### src/rtl/stack_pkg.sv
// stack_pkg: op codes, FSM state type and default widths shared between the
// stack memory controller and the stack-processor datapath.
package stack_pkg;

  localparam int DEF_DATA_W = 16;
  localparam int DEF_ADDR_W = 10;

  localparam logic [1:0] OP_PUSH = 2'b00;
  localparam logic [1:0] OP_POP  = 2'b01;
  localparam logic [1:0] OP_PEEK = 2'b10;
  localparam logic [1:0] OP_RSVD = 2'b11;

  typedef enum logic [2:0] {
    ST_IDLE,
    ST_ISSUE,
    ST_WAIT,
    ST_RESP,
    ST_CLEAR
  } state_t;

endpackage

### src/rtl/stack_ptr_ctr.sv
// stack_ptr_ctr: saturating up/down entry counter for the data stack.
// Produces the entry count and the full/empty flags derived from it.
module stack_ptr_ctr
  import stack_pkg::*;
#(
  parameter int ADDR_W = DEF_ADDR_W
) (
  input  logic            clka,
  input  logic            rst_n,
  input  logic            i_inc,
  input  logic            i_dec,
  output logic [ADDR_W:0] o_sp,
  output logic            o_full,
  output logic            o_empty
);

  localparam logic [ADDR_W:0] SP_MAX = {1'b1, {ADDR_W{1'b0}}};
  localparam logic [ADDR_W:0] SP_ONE = {{ADDR_W{1'b0}}, 1'b1};

  logic [ADDR_W:0] r_sp;

  // count moves one step per request and sticks at either end instead of wrapping
  always_ff @(posedge clka or negedge rst_n) begin
    if (!rst_n) begin
      r_sp <= '0;
    end else if (i_inc && !i_dec && (r_sp != SP_MAX)) begin
      r_sp <= r_sp + SP_ONE;
    end else if (i_dec && !i_inc && (r_sp != '0)) begin
      r_sp <= r_sp - SP_ONE;
    end
  end

  assign o_sp    = r_sp;
  assign o_full  = (r_sp == SP_MAX);
  assign o_empty = (r_sp == '0);

endmodule

### src/rtl/stack_mem_ctrl.sv
// stack_mem_ctrl: owns the single-port data-stack RAM and turns push/pop/peek
// commands into registered memory cycles. Keeps sp, full/empty and sticky
// error flags.
// Optional build macro STACK_MEM_CLEAR_EN: zero-fill the whole RAM after reset
// before accepting the first command.
//
// state    | meaning
// ---------+-------------------------------------------------------------
// ST_IDLE  | ready for a command; errored commands are absorbed here
// ST_ISSUE | memory cycle on the port (write for push, address for read)
// ST_WAIT  | extra read-latency cycles, address held
// ST_RESP  | rsp_valid pulse with mem_douta; pop decrements sp
// ST_CLEAR | post-reset zero-fill sweep (STACK_MEM_CLEAR_EN only)
module stack_mem_ctrl
  import stack_pkg::*;
#(
  parameter int DATA_W       = DEF_DATA_W,
  parameter int ADDR_W       = DEF_ADDR_W,
  parameter int READ_LATENCY = 1
) (
  input  logic              clka,
  input  logic              rst_n,
  input  logic              cmd_valid,
  input  logic [1:0]        cmd_op,
  input  logic [DATA_W-1:0] cmd_data,
  output logic              cmd_ready,
  output logic              rsp_valid,
  output logic [DATA_W-1:0] rsp_data,
  output logic [ADDR_W:0]   sp,
  output logic              empty,
  output logic              full,
  output logic              err_ovf,
  output logic              err_unf,
  output logic              err_op,
  input  logic              err_clr,
  output logic              mem_wea,
  output logic [ADDR_W-1:0] mem_addra,
  output logic [DATA_W-1:0] mem_dina,
  input  logic [DATA_W-1:0] mem_douta
);

  localparam logic [1:0]        WAIT_LOAD = 2'(READ_LATENCY > 1 ? READ_LATENCY - 2 : 0);
  localparam logic [ADDR_W-1:0] ADDR_ONE  = {{(ADDR_W-1){1'b0}}, 1'b1};

  state_t            r_state;
  state_t            w_next;
  logic [1:0]        r_op;
  logic [1:0]        r_wait_cnt;
  logic              r_wea;
  logic [ADDR_W-1:0] r_addra;
  logic [DATA_W-1:0] r_dina;
  logic [DATA_W-1:0] r_rsp_hold;
  logic              r_err_ovf;
  logic              r_err_unf;
  logic              r_err_op;

  logic              w_accept;
  logic              w_is_rd;
  logic              w_push_ok;
  logic              w_rd_ok;
  logic              w_ovf;
  logic              w_unf;
  logic              w_rsvd;
  logic              w_inc;
  logic              w_dec;
  logic [ADDR_W-1:0] w_sp_lo;

`ifdef STACK_MEM_CLEAR_EN
  logic [ADDR_W-1:0] r_clr_cnt;
`endif

  assign cmd_ready = (r_state == ST_IDLE);
  assign w_accept  = cmd_valid && cmd_ready;
  assign w_is_rd   = (cmd_op == OP_POP) || (cmd_op == OP_PEEK);
  assign w_push_ok = w_accept && (cmd_op == OP_PUSH) && !full;
  assign w_rd_ok   = w_accept && w_is_rd && !empty;
  assign w_ovf     = w_accept && (cmd_op == OP_PUSH) && full;
  assign w_unf     = w_accept && w_is_rd && empty;
  assign w_rsvd    = w_accept && (cmd_op == OP_RSVD);
  assign w_sp_lo   = sp[ADDR_W-1:0];

  // sp moves only when the memory side of the command actually happens
  assign w_inc = (r_state == ST_ISSUE) && (r_op == OP_PUSH);
  assign w_dec = (r_state == ST_RESP) && (r_op == OP_POP);

  stack_ptr_ctr #(
    .ADDR_W (ADDR_W)
  ) u_ptr (
    .clka    (clka),
    .rst_n   (rst_n),
    .i_inc   (w_inc),
    .i_dec   (w_dec),
    .o_sp    (sp),
    .o_full  (full),
    .o_empty (empty)
  );

  // next-state decode and the response strobe
  always_comb begin
    w_next    = r_state;
    rsp_valid = 1'b0;
    case (r_state)
      ST_IDLE: begin
        if (w_push_ok || w_rd_ok) w_next = ST_ISSUE;
      end
      ST_ISSUE: begin
        if (r_op == OP_PUSH)       w_next = ST_IDLE;
        else if (READ_LATENCY > 1) w_next = ST_WAIT;
        else                       w_next = ST_RESP;
      end
      ST_WAIT: begin
        if (r_wait_cnt == 2'd0) w_next = ST_RESP;
      end
      ST_RESP: begin
        rsp_valid = 1'b1;
        w_next    = ST_IDLE;
      end
`ifdef STACK_MEM_CLEAR_EN
      ST_CLEAR: begin
        if (r_clr_cnt == {ADDR_W{1'b1}}) w_next = ST_IDLE;
      end
`endif
      default: w_next = ST_IDLE;
    endcase
  end

  // state register, latched op and read-latency down-counter
  always_ff @(posedge clka or negedge rst_n) begin
    if (!rst_n) begin
`ifdef STACK_MEM_CLEAR_EN
      r_state <= ST_CLEAR;
`else
      r_state <= ST_IDLE;
`endif
      r_op       <= OP_PUSH;
      r_wait_cnt <= '0;
    end else begin
      r_state <= w_next;
      if (w_accept) r_op <= cmd_op;
      if (r_state == ST_ISSUE) begin
        r_wait_cnt <= WAIT_LOAD;
      end else if ((r_state == ST_WAIT) && (r_wait_cnt != 2'd0)) begin
        r_wait_cnt <= r_wait_cnt - 2'd1;
      end
    end
  end

`ifdef STACK_MEM_CLEAR_EN
  // sweep address for the post-reset zero fill
  always_ff @(posedge clka or negedge rst_n) begin
    if (!rst_n) begin
      r_clr_cnt <= '0;
    end else if (r_state == ST_CLEAR) begin
      r_clr_cnt <= r_clr_cnt + ADDR_ONE;
    end
  end
`endif

  // memory port registers: loaded on accept so they are live during ISSUE;
  // a read address stays put until the next accepted command
  always_ff @(posedge clka or negedge rst_n) begin
    if (!rst_n) begin
      r_wea   <= 1'b0;
      r_addra <= '0;
      r_dina  <= '0;
    end else begin
      r_wea <= 1'b0;
      if (w_push_ok) begin
        r_wea   <= 1'b1;
        r_addra <= w_sp_lo;
        r_dina  <= cmd_data;
      end else if (w_rd_ok) begin
        r_addra <= w_sp_lo - ADDR_ONE;
      end
`ifdef STACK_MEM_CLEAR_EN
      else if (r_state == ST_CLEAR) begin
        r_wea   <= 1'b1;
        r_addra <= r_clr_cnt;
        r_dina  <= '0;
      end
`endif
    end
  end

  // sticky error flags; a new error in the same cycle as err_clr wins
  always_ff @(posedge clka or negedge rst_n) begin
    if (!rst_n) begin
      r_err_ovf <= 1'b0;
      r_err_unf <= 1'b0;
      r_err_op  <= 1'b0;
    end else begin
      r_err_ovf <= w_ovf  || (r_err_ovf && !err_clr);
      r_err_unf <= w_unf  || (r_err_unf && !err_clr);
      r_err_op  <= w_rsvd || (r_err_op  && !err_clr);
    end
  end

  // remember the last response word so rsp_data holds between pulses
  always_ff @(posedge clka or negedge rst_n) begin
    if (!rst_n) begin
      r_rsp_hold <= '0;
    end else if (r_state == ST_RESP) begin
      r_rsp_hold <= mem_douta;
    end
  end

  assign rsp_data  = rsp_valid ? mem_douta : r_rsp_hold;
  assign mem_wea   = r_wea;
  assign mem_addra = r_addra;
  assign mem_dina  = r_dina;
  assign err_ovf   = r_err_ovf;
  assign err_unf   = r_err_unf;
  assign err_op    = r_err_op;

endmodule
### config.mk
export PLATFORM = sky130hd
export DESIGN_NAME = stack_mem_ctrl
export DESIGN_NICKNAME = d
export VERILOG_FILES = /design/src/rtl/stack_pkg.sv /design/src/rtl/stack_ptr_ctr.sv /design/src/rtl/stack_mem_ctrl.sv
export SDC_FILE = /design/constraint.sdc
export NUM_CORES = 1
export LEC_CHECK = 0
export BUFFER_PORTS_ARGS = -buffer_cell sky130_fd_sc_hd__buf_4
export CORE_MARGIN = 4
export CORE_UTILIZATION = 35
export DETAILED_ROUTE_END_ITERATION = 6
export GPL_ROUTABILITY_DRIVEN = 0
export PLACE_DENSITY = 0.63
export SKIP_LAST_GASP = 1
export SYNTH_ARGS = -nofsm -noshare
export SYNTH_HDL_FRONTEND = slang
export SYNTH_HIERARCHICAL = 1
export SYNTH_SLANG_ARGS = --single-unit
export TNS_END_PERCENT = 5
### constraint.sdc
create_clock -name clka -period 4.4 [get_ports clka]
set_input_delay 0.66 -clock clka [delete_from_list [all_inputs] [get_ports clka]]
set_output_delay 0.66 -clock clka [all_outputs]
set_load 0.01 [all_outputs]
==> results of run 1 <==
## metrics by stage
| step | hold slack (ns) | instances |
|---|---|---|
| 2_1_floorplan | 0.364 | 320 |
| 3_3_place_gp | 0.460 | 517 |
| 3_5_place_dp | 0.463 | 517 |
| 4_1_cts | 0.429 | 533 |
| 5_1_grt | 0.488 | 533 |
| 6_report | 0.415 | 533 |
## synth_stat cells (6+ instances only)
library cell and n:
nand2_1 75, dfrtp_1 63, o21ai_0 25, mux2_2 17
inv_1 16, ha_1 13, nor2_1 10, xor2_1 10
a21oi_1 7, nor3_1 6, o211ai_1 6, xnor2_1 6
## worst max-delay path, stage by stage (launching register included)
cell	delay, ns
dfrtp_1	0.43
nor4b_1	0.43
buf_4	0.22
nand2b_1	0.07
or2_2	0.39
fa_1	0.43
a21o_1	0.20
a221oi_2	0.45
o21ai_2	0.14
mux2i_1	0.15
a221oi_2	0.27
## registers in the layout (all words and copies together), names as in the netlist
| register | count |
|---|---|
| err_unf | 1 |
| mem_addra | 10 |
| r_state | 2 |
| u_ptr/o_sp | 11 |
| mem_dina | 16 |
| r_rsp_hold | 16 |
| mem_wea | 1 |
| r_wait_cnt | 2 |
| err_ovf | 1 |
| r_op | 2 |
| err_op | 1 |
## per-layer routing
metal  wire [um]  vias to the layer above
met5           0                        -
met4          95                        0
met3         424                        8
met2        3440                       64
met1        3360                     1219
li1            -                     1299
## cell usage in the layout, fill, tap and decap left out, types with 7 or more instances in the layout
| cell type | instances |
|---|---|
| buf_4 | 101 |
| nand2_1 | 75 |
| dfrtp_1 | 63 |
| o21ai_0 | 25 |
| mux2_2 | 17 |
| inv_1 | 16 |
| ha_1 | 13 |
| clkbuf_8 | 12 |
| nor2_1 | 10 |
| xor2_1 | 10 |
| a21oi_1 | 7 |
## area by class of cell
class / count / share of cell area (%)
clock buffer: 13 / 4.01
clock inverter: 3 / 0.951
inverter: 17 / 1.52
multi-input combinational: 228 / 34.9
sequential: 63 / 37.4
tap: 108 / 3.21
timing repair buffer: 101 / 18.0
## how the worst max path moves through the flow
stage                           startpoint                         end  slack [ns]  cells after the start
floorplan           r_state[0]$_DFFE_PN0P_  u_ptr/o_sp[10]$_DFFE_PN0P_        1.07                     12
global placement    r_state[0]$_DFFE_PN0P_  u_ptr/o_sp[10]$_DFFE_PN0P_        1.26                     10
detailed placement  r_state[1]$_DFFE_PN0P_  u_ptr/o_sp[10]$_DFFE_PN0P_        1.17                     10
CTS                 r_state[1]$_DFFE_PN0P_  u_ptr/o_sp[10]$_DFFE_PN0P_        1.15                     10
global route        r_state[0]$_DFFE_PN0P_  u_ptr/o_sp[10]$_DFFE_PN0P_        0.94                     10
finish              r_state[1]$_DFFE_PN0P_  u_ptr/o_sp[10]$_DFFE_PN0P_        1.14                     10
## report_power, final
group,internal (mW),total (mW),switching (mW)
Sequential,0.837,1.05,0.213
Clock,0.307,0.515,0.209
Combinational,0.878,1.76,0.886
## kinds of logic (layout without fill, tap and decap cells)
group,after synthesis,after routing,share of synthesized area (%)
XOR/XNOR,16,16,4.38
flip-flops,63,63,49.2
multiplexers,19,19,6.60
AO/OA/AOI/OAI,63,63,13.0
buffers and inverters,29,134,4.88
AND/OR/NAND/NOR,116,116,16.2
adder cells (fa/ha/maj),14,14,5.71
==> impl_results.md, run 1 <==
- Post-Syn Area per Cell: 10.0 um^2
- CTS tree: done
- Reg-to-Reg Start: r_state[1]$_DFFE_PN0P_
- Initial antenna violation count: 0
- GRT Resource Usage Total: 13.9%
- Core area: 0.00881 mm^2
- Fmax: 306 MHz
- Clk root buf: clkbuf_8
- WS Path Type: reg -> reg
- Multi-input gate area: 0.00147 mm^2
- Routed len/inst: 13.7 um
- Final net count: 472
- Resized Gates After CTS: 0
- Area Growth Syn to Fin: 31.5%
- Final critical-path setup slack: 1.14 ns
- DIE AREA: 0.0107 mm^2
- Iteration-0 DRC Markers: 110
- Dominant cells by area after synthesis: dfrtp_1 (49%), nand2_1 (8.8%), mux2_2 (6.0%)
- Worst-margin pin slew: 0.777 ns
- DRC: 0
- Number of synthesized flops with an enable pin: 0
- Register-to-register setup slack: 1.14 ns
- Pre-CTS setup slack: 1.17 ns
- Post-DRT Antenna Nets: 0
- Detailed Place HPWL: 5500 um
- Slew HR: 48.2%
- Vias in the first global route: 2530
- Worst-case clock buffer depth: 2
- Rows: 34
- Area after DPL: 0.00400 mm^2
- FF-to-FF End: u_ptr/o_sp[10]$_DFFE_PN0P_
- Yosys warns: 6
- Synthesized instance count: 320
- Crit share post-route: 74.2%
- Async SR Flop Fraction: 100%
- Netlist Area Pre-Place: 0.00320 mm^2
- First-pass GRT wire length: 12400 um
- TritonCTS Buffers: 9
- Via count: 2590
- Startpoint class of the critical path: register
- Clock-pin slew on the worst setup and hold paths: 0.07 ns
- Worst min path class: in -> async
- Outcome: finished, final reports clean
- Max IR drop VDD: 0.443 mV
- Postcts setup bufs: 0
- Final setup vio count: 0
- Layout cells sized above 1: 33.2%
- Clk_lat worst skew: 0.33 ns
- I/O Pins: 99
- GRT busiest layer: met2
- Synth Flop Type: dfrtp_1
- Final setup TNS: 0 ns
- Pwr per Cell Area: 790 mW/mm^2
- Max-slew violations: 0
- Pwr Total: 3.33 mW
- Top cell type's share of synthesized area: 49.2%
- Initial Util: 36.4%
- Final hold violation count: 0
- GR Overflow Total: 0
- Met3 Track Usage GR: 3.54%
- Setup crit end kind: register
- Via density: 4.86
- Hold_buf cts: 0
- Htree depth: 3
- Post-synth top area cell: dfrtp_1
- Die Y: 104 um
- Final Skew: 0.00751 ns
- Met2 Usage GRT: 21.8%
- Largest net degree at the start of global routing: 64
- Leak Pwr: 2.08 nW
- Netlist cell types: 46
- Routed WL: 7320 um
- Sequential element share of the synthesized area: 49.2%
- ANT cells: 0
- R2R depth: 10
- Area of all placed cells without fillers: 0.00421 mm^2
- Seq. cell area: 0.00158 mm^2
- RSZ-0062 raised after global routing: no
- Met1 Track Usage GR: 18.2%
- Core Util, Final: 47.8%
- Syn Nets: 372
- WP data required: 4.64 ns
- Die Width: 104 um
- Synthesized flop and latch total: 63
- Tmin final: 3.26 ns
- Max-Cap Viols: 0
- Number of port buffers: 98
- Crit-path max FO: 10
- CTS Sinks: 63
- DR pass1 iterations: 4
- Fillers: 858
- Arr. time, crit path: 3.51 ns
(Power assumes the default switching activity.)
==> run 2, diff against run 1 <==
clock period = 3.2 ns   (was 4.4 ns; I/O delays follow)
==> run 2 against run 1 <==
Die area unchanged. Register-to-register slack got worse by 0.92 ns. Sequential power up 30%. Largest power group unchanged.
==> impl_results.md, run 2 (synthesis gave the netlist of run 1 again) <==
- Most frequent cells in the layout: buf_4 (113), nand2_1 (75), dfrtp_1 (63)
- Max-Cap Viols: 0 (unchanged)
- Final critical-path setup slack: 0.214 ns (-0.922 ns)
- Rows: 34 (unchanged)
- Met2 Usage GRT: 23.5% (+1.7 points)
- Final setup vio count: 0 (unchanged)
- Tmin final: 2.99 ns (-0.278 ns)
- Htree depth: 3 (unchanged)
- Clk root buf: clkbuf_8
- Setup crit end kind: register
- GR Overflow Total: 0 (unchanged)
- Post-DRT Antenna Nets: 0 (unchanged)
- Hold_buf cts: 0 (unchanged)
- Arr. time, crit path: 3.23 ns (-0.28 ns)
- TritonCTS Buffers: 9 (unchanged)
- Die Width: 104 um (unchanged)
- Max IR drop VDD: 0.632 mV (+43%)
- Iteration-0 DRC Markers: 92 (-16%)
- Initial Util: 36.4% (unchanged)
- Crit path cell chain: nor4b_2, nand2b_1, or2_2, ha_1, and3_1, a221oi_4, o21ai_2, mux2i_1, a221oi_2
- First-pass GRT wire length: 12800 um (+3.0%)
- Reg-to-Reg Start: r_state[1]$_DFFE_PN0P_
- ANT cells: 0 (unchanged)
- Slowest CP cell: dfrtp_1
- Met3 Track Usage GR: 3.54% (unchanged)
- WS Path Type: reg -> reg
- CTS Sinks: 63 (unchanged)
- GRT Resource Usage Total: 14.4% (+0.49 points)
- R2R depth: 9 (-1)
- Register-to-register setup slack: 0.21 ns (-0.92 ns)
- Crit-path max FO: 10 (unchanged)
- Multi-input gate area: 0.00149 mm^2 (+1.2%)
- Startpoint class of the critical path: register
- Pwr per Cell Area: 1090 mW/mm^2 (+38%)
- Core area: 0.00881 mm^2 (unchanged)
- Clock-pin slew on the worst setup and hold paths: 0.07 ns (about the same)
- Clk_lat worst skew: 0.33 ns (about the same)
- Layout cells sized above 1: 35.0% (+1.8 points)
- DRC: 0 (unchanged)
- Final hold violation count: 0 (unchanged)
- Vias in the first global route: 2593 (+2.5%)
- Seq. cell area: 0.00158 mm^2 (unchanged)
- RSZ-0062 raised after global routing: no
- Fillers: 811 (-5.5%)
- Routed len/inst: 14.1 um (+3.0%)
- Initial antenna violation count: 0 (unchanged)
- Crit path largest cell delay: 0.43 ns (-0.02 ns)
- Fmax: 335 MHz (+9.3%)
- DIE AREA: 0.0107 mm^2 (unchanged)
- Final net count: 484 (+2.5%)
- Worst-margin pin slew: 0.782 ns (+0.00517 ns)
- Leak Pwr: 2.14 nW (+2.6%)
- DR pass1 iterations: 4 (unchanged)
- Outcome: finished, final reports clean
- Max-slew violations: 0 (unchanged)
- Bufs and invs on worst path: 0 (-1)
- Largest net degree at the start of global routing: 64 (unchanged)
- Via count: 2648 (+2.2%)
- Area Growth Syn to Fin: 34.3%
- Number of port buffers: 98 (unchanged)
- Via density: 4.86 (about the same)
- Final Skew: 0.00823 ns (+0.000723 ns)
- I/O Pins: 99 (unchanged)
- Pre-CTS setup slack: 0.0688 ns (-1.10 ns)
- FF-to-FF End: u_ptr/o_sp[10]$_DFFE_PN0P_
- Worst-case clock buffer depth: 2 (unchanged)
- Detailed Place HPWL: 5640 um (+2.5%)
- Commonest non-fill, non-tap cell in the layout: buf_4
- Top delay family on crit path: simple AND/OR/NAND/NOR gates
- Routed WL: 7710 um (+5.3%)
- WP data required: 3.44 ns (-1.20 ns)
- Pwr Total: 4.69 mW (+41%)
- Final setup TNS: 0 ns (unchanged)
- CTS tree: done
- GRT busiest layer: met2
- Die Y: 104 um (unchanged)
- Met1 Track Usage GR: 18.3% (+0.061 points)
- Slew HR: 47.9% (-0.34 points)
- Worst min path class: in -> async
- Crit share post-route: 93.3% (+19 points)
- Cell count along the critical path: 9 (-1)
[run 2: changes by cell type in the layout (fill, tap and decap cells not counted), sizes merged]
cell,delta
buf,+12
clkbuf,-1
clkinv,+1
[run 2: cell type report]
cell class                 count  share of cell area [%]
clock buffer                  12                    3.38
clock inverter                 4                    1.05
inverter                      17                    1.48
multi-input combinational    228                    34.6
sequential                    63                    36.7
tap                          108                    3.14
timing repair buffer         113                    19.7
[run 2: worst reg2reg max path, cell delays in order, from the launching register on]
cell and delay [ns]:
dfrtp_1 0.43, nor4b_2 0.38, nand2b_1 0.11, or2_2 0.41, ha_1 0.41, and3_1 0.25, a221oi_4 0.36, o21ai_2 0.13
mux2i_1 0.15, a221oi_2 0.28
[run 2: timing repair]
| item | CTS | global route |
|---|---|---|
| setup buffers | 0 | 0 |
| resized for setup | 0 | 2 |
| endpoints found under the setup margin | 0 | 3 |
[run 2: stage by stage]
stage / instance area [um^2] / hold slack, ns / util, % / std cells
2_1_floorplan: 3200 / 0.184 / - / 320
3_3_place_gp: 4090 / 0.460 / 46.5 / 529
3_5_place_dp: 4090 / 0.465 / 46.5 / 529
4_1_cts: 4280 / 0.240 / 48.6 / 545
5_1_grt: 4300 / 0.288 / 48.8 / 545
6_report: 4300 / 0.229 / 48.8 / 545
[run 2: power by group]
part / switching, mW / internal, mW / total (mW)
logic: 1.35 / 1.30 / 2.65
clock network: 0.301 / 0.378 / 0.679
registers: 0.213 / 1.15 / 1.36
[run 2: worst max path at each step]
stage,to,from,slack (ns)
2_1_floorplan,u_ptr/o_sp[10]$_DFFE_PN0P_,r_state[0]$_DFFE_PN0P_,0.006
3_3_place_gp,u_ptr/o_sp[10]$_DFFE_PN0P_,r_state[1]$_DFFE_PN0P_,0.15
3_5_place_dp,u_ptr/o_sp[10]$_DFFE_PN0P_,r_state[1]$_DFFE_PN0P_,0.07
4_1_cts,u_ptr/o_sp[10]$_DFFE_PN0P_,r_state[0]$_DFFE_PN0P_,0.04
5_1_grt,u_ptr/o_sp[10]$_DFFE_PN0P_,r_state[0]$_DFFE_PN0P_,0.01
6_report,u_ptr/o_sp[10]$_DFFE_PN0P_,r_state[1]$_DFFE_PN0P_,0.21
[run 2: per-layer routing]
layer	routed length, um	vias to the layer above
met5	0	-
met4	132	0
met3	354	11
met2	3640	70
met1	3590	1246
li1	-	1321
==> run 3, diff against run 2 <==
ABC_AREA = 1   (was unset)
==> run 3 against run 2 <==
Sequential share of layout area shrank 0.95 points. Design area grew 2.6%. Via count grew 13%. Clock power grew 1%. Global-route usage grew 0.54 points. Sequential power grew 5%. Utilization shrank 1.3 points. Final cell count grew 24%. Largest power group unchanged.
==> impl_results.md, run 3 <==
- Sequential element share of the synthesized area: 47.0% (-2.2 points)
- Synth Flop Type: dfrtp_1
- Routed WL: 8000 um (+3.8%)
- CTS Sinks: 63 (unchanged)
- DR pass1 iterations: 4 (unchanged)
- Tmin final: 2.60 ns (-0.381 ns)
- Area Growth Syn to Fin: 31.6%
- Async SR Flop Fraction: 100% (unchanged)
- Fillers: 942 (+16%)
- Fmax: 384 MHz (+15%)
- DRC: 0 (unchanged)
- Most frequent cells in the layout: nand2_1 (207), buf_4 (101), dfrtp_1 (63)
- ANT cells: 0 (unchanged)
- Postcts setup bufs: 0 (unchanged)
- Pre-CTS setup slack: 0.611 ns (+0.542 ns)
- Final Skew: 0.0116 ns (+0.00336 ns)
- Top delay family on crit path: simple AND/OR/NAND/NOR gates
- Worst-case clock buffer depth: 2 (unchanged)
- Worst-margin pin slew: 0.769 ns (-0.0127 ns)
- Reg-to-Reg Start: r_state[0]$_DFFE_PN0P_
- Startpoint class of the critical path: register
- Final critical-path setup slack: 0.595 ns (+0.381 ns)
- Post-Syn Area per Cell: 7.66 um^2 (-23%)
- Clock Power Share: 14.4% (about the same)
- Synthesized instance count: 438 (+37%)
- Iteration-0 DRC Markers: 139 (+51%)
- Crit path largest cell delay: 0.42 ns (about the same)
- Rows: 35 (+2.9%)
- Seq. cell area: 0.00158 mm^2 (unchanged)
- Via density: 4.44 (-8.7%)
- Layout cells sized above 1: 23.9% (-11 points)
- Resized Gates After CTS: 0 (unchanged)
- I/O Pins: 99 (unchanged)
- Pwr per Cell Area: 1080 mW/mm^2 (-0.95%)
- Switching power: 2.10 mW (+13%)
- Final hold violation count: 0 (unchanged)
- P_int: 2.67 mW (-5.7%)
- DIE AREA: 0.0112 mm^2 (+4.4%)
- Yosys warns: 6 (unchanged)
- Detailed Place HPWL: 6030 um (+6.9%)
- Leak Pwr: 2.47 nW (+15%)
- Final setup vio count: 0 (unchanged)
- Commonest cells in the netlist: nand2_1 (207), dfrtp_1 (63), inv_1 (45), nor2_1 (24), nand3_1 (19)
- Post-DRT Antenna Nets: 0 (unchanged)
- Netlist Area Pre-Place: 0.00335 mm^2 (+4.8%)
- TritonCTS Buffers: 9 (unchanged)
- First-pass GRT wire length: 13800 um (+8.0%)
- Setup crit end kind: register
- Post-synth top area cell: dfrtp_1
- WS Path Type: reg -> reg
- Slew HR: 48.7% (+0.84 points)
- Netlist cell types: 32 (-30%)
- Initial Util: 36.1% (-0.23 points)
- Max IR drop VDD: 0.590 mV (-6.7%)
- Clock-pin slew on the worst setup and hold paths: 0.08 ns (about the same)
- Worst min path class: in -> async
- Multi-input gate area: 0.00153 mm^2 (+2.9%)
- Outcome: finished, final reports clean
- Max-Cap Viols: 0 (unchanged)
- Origin of the worst setup path: r_state[0]$_DFFE_PN0P_
- GR Overflow Total: 0 (unchanged)
- Largest net degree at the start of global routing: 64 (unchanged)
- Synthesized flop and latch total: 63 (unchanged)
- Commonest non-fill, non-tap cell in the layout: nand2_1
- Dominant cells by area after synthesis: dfrtp_1 (47%), nand2_1 (23%), inv_1 (5.0%)
- Via count: 3000 (+13%)
- Final net count: 594 (+23%)
- CTS tree: done
- Die Y: 106 um (+2.2%)
- Slowest CP cell: dfrtp_1
- Crit-path max FO: 12 (+2)
- Most common cell in the netlist: nand2_1
- Sequential power share: 29.9% (+0.8 points)
- Core area: 0.00928 mm^2 (+5.4%)
- Final setup TNS: 0 ns (unchanged)
- GRT Resource Usage Total: 15.0% (+0.54 points)
- Top cell type's share of synthesized area: 47.0% (-2.2 points)
- WP data required: 3.43 ns (about the same)
- Bufs and invs on worst path: 4 (+4)
- Hold_buf cts: 0 (unchanged)
- Htree depth: 3 (unchanged)
- Vias in the first global route: 2952 (+14%)
- Clk_lat worst skew: 0.34 ns (about the same)
- Logic pwr share: 55.7% (-0.8 points)
- Max-slew violations: 0 (unchanged)
- Die Width: 106 um (+2.2%)
- Clk root buf: clkbuf_8
- Initial antenna violation count: 0 (unchanged)
- Number of port buffers: 98 (unchanged)
- RSZ-0062 raised after global routing: no
- Routed len/inst: 11.8 um (-16%)
- Crit share post-route: 81.4% (-12 points)
- Most frequent CP cell: inv_1
- Crit path cell chain: inv_1, nor2_1, inv_1, nor3_1, inv_1, nor2_1, nand2_2, ha_1, a21oi_1, inv_1, o21ai_0, nand4_1, nand3_2, nand2_1
- Arr. time, crit path: 2.84 ns (-0.39 ns)
- Syn Nets: 490 (+32%)
- Switching Fraction: 44.1% (+4.4 points)
- Number of synthesized flops with an enable pin: 0 (unchanged)
==> run 3: worst paths after layout <==
| kind | slack [ns] | to | depth (start not counted) |
|---|---|---|---|
| worst min register to register | 0.48 | r_rsp_hold[8]$_DFFE_PN0P_ | 2 |
| worst max register to register | 0.60 | u_ptr/o_sp[9]$_DFFE_PN0P_ | 14 |
| min in group clka | 0.33 | mem_dina[8]$_DFFE_PN0P_ | 3 |
| worst min-delay path | 0.22 | r_rsp_hold[15]$_DFFE_PN0P_ | 1 |
| worst max-delay path | 0.60 | u_ptr/o_sp[9]$_DFFE_PN0P_ | 14 |
| max in group asynchronous | 2.47 | u_ptr/o_sp[2]$_DFFE_PN0P_ | 1 |
==> run 3: power by group through the flow <==
stage               registers (mW)  clock network, mW  logic (mW)
finish                        1.43              0.686        2.66
global route                  1.48              0.753        3.04
CTS                           1.43              0.710        2.69
detailed placement            1.44                  0        2.68
global placement              1.43                  0        2.63
floorplan                     1.48                  0        1.65
==> run 3: metrics by stage <==
step | cells | area, um^2 | utilization (%) | hold slack [ns] | total power, mW
CTS | 676 | 4410 | 47.5 | 0.242 | 4.83
floorplan | 438 | 3350 | - | 0.184 | 3.12
finish | 676 | 4410 | 47.5 | 0.216 | 4.77
detailed placement | 660 | 4220 | 45.4 | 0.465 | 4.12
global route | 676 | 4410 | 47.5 | 0.293 | 5.28
global placement | 660 | 4220 | 45.4 | 0.464 | 4.06
==> run 3: kinds of logic (layout without fill, tap and decap cells) <==
logic type                 count (synthesis)  in the layout  share of synthesized area (%)
AOI/OAI and AO/OA                         23             23                           3.66
xor gates and xnor gates                  12             12                           3.13
adders and majority gates                 14             14                           5.45
buffers and inverters                     58            167                           7.42
DFF                                       63             63                           47.0
and+or+nand+nor                          268            268                           33.3
==> run 3: final cells by class <==
| type | count | share of cell area, % |
|---|---|---|
| flip-flops and latches | 63 | 35.7 |
| repair buffers | 101 | 17.2 |
| well taps | 129 | 3.66 |
| multi-input cells | 317 | 34.6 |
| inverters | 50 | 4.34 |
| clock buffers | 10 | 3.12 |
| clock inverters | 6 | 1.36 |
==> run 3: layer usage <==
metal | global-route usage [%] | wire length [um] | part of all wire [%]
met5 | 0 | 0 | 0
met1 | 19.2 | 3770 | 47
met4 | 4.90 | 83 | 1.0
met2 | 23.9 | 3580 | 45
met3 | 4.98 | 573 | 7.2
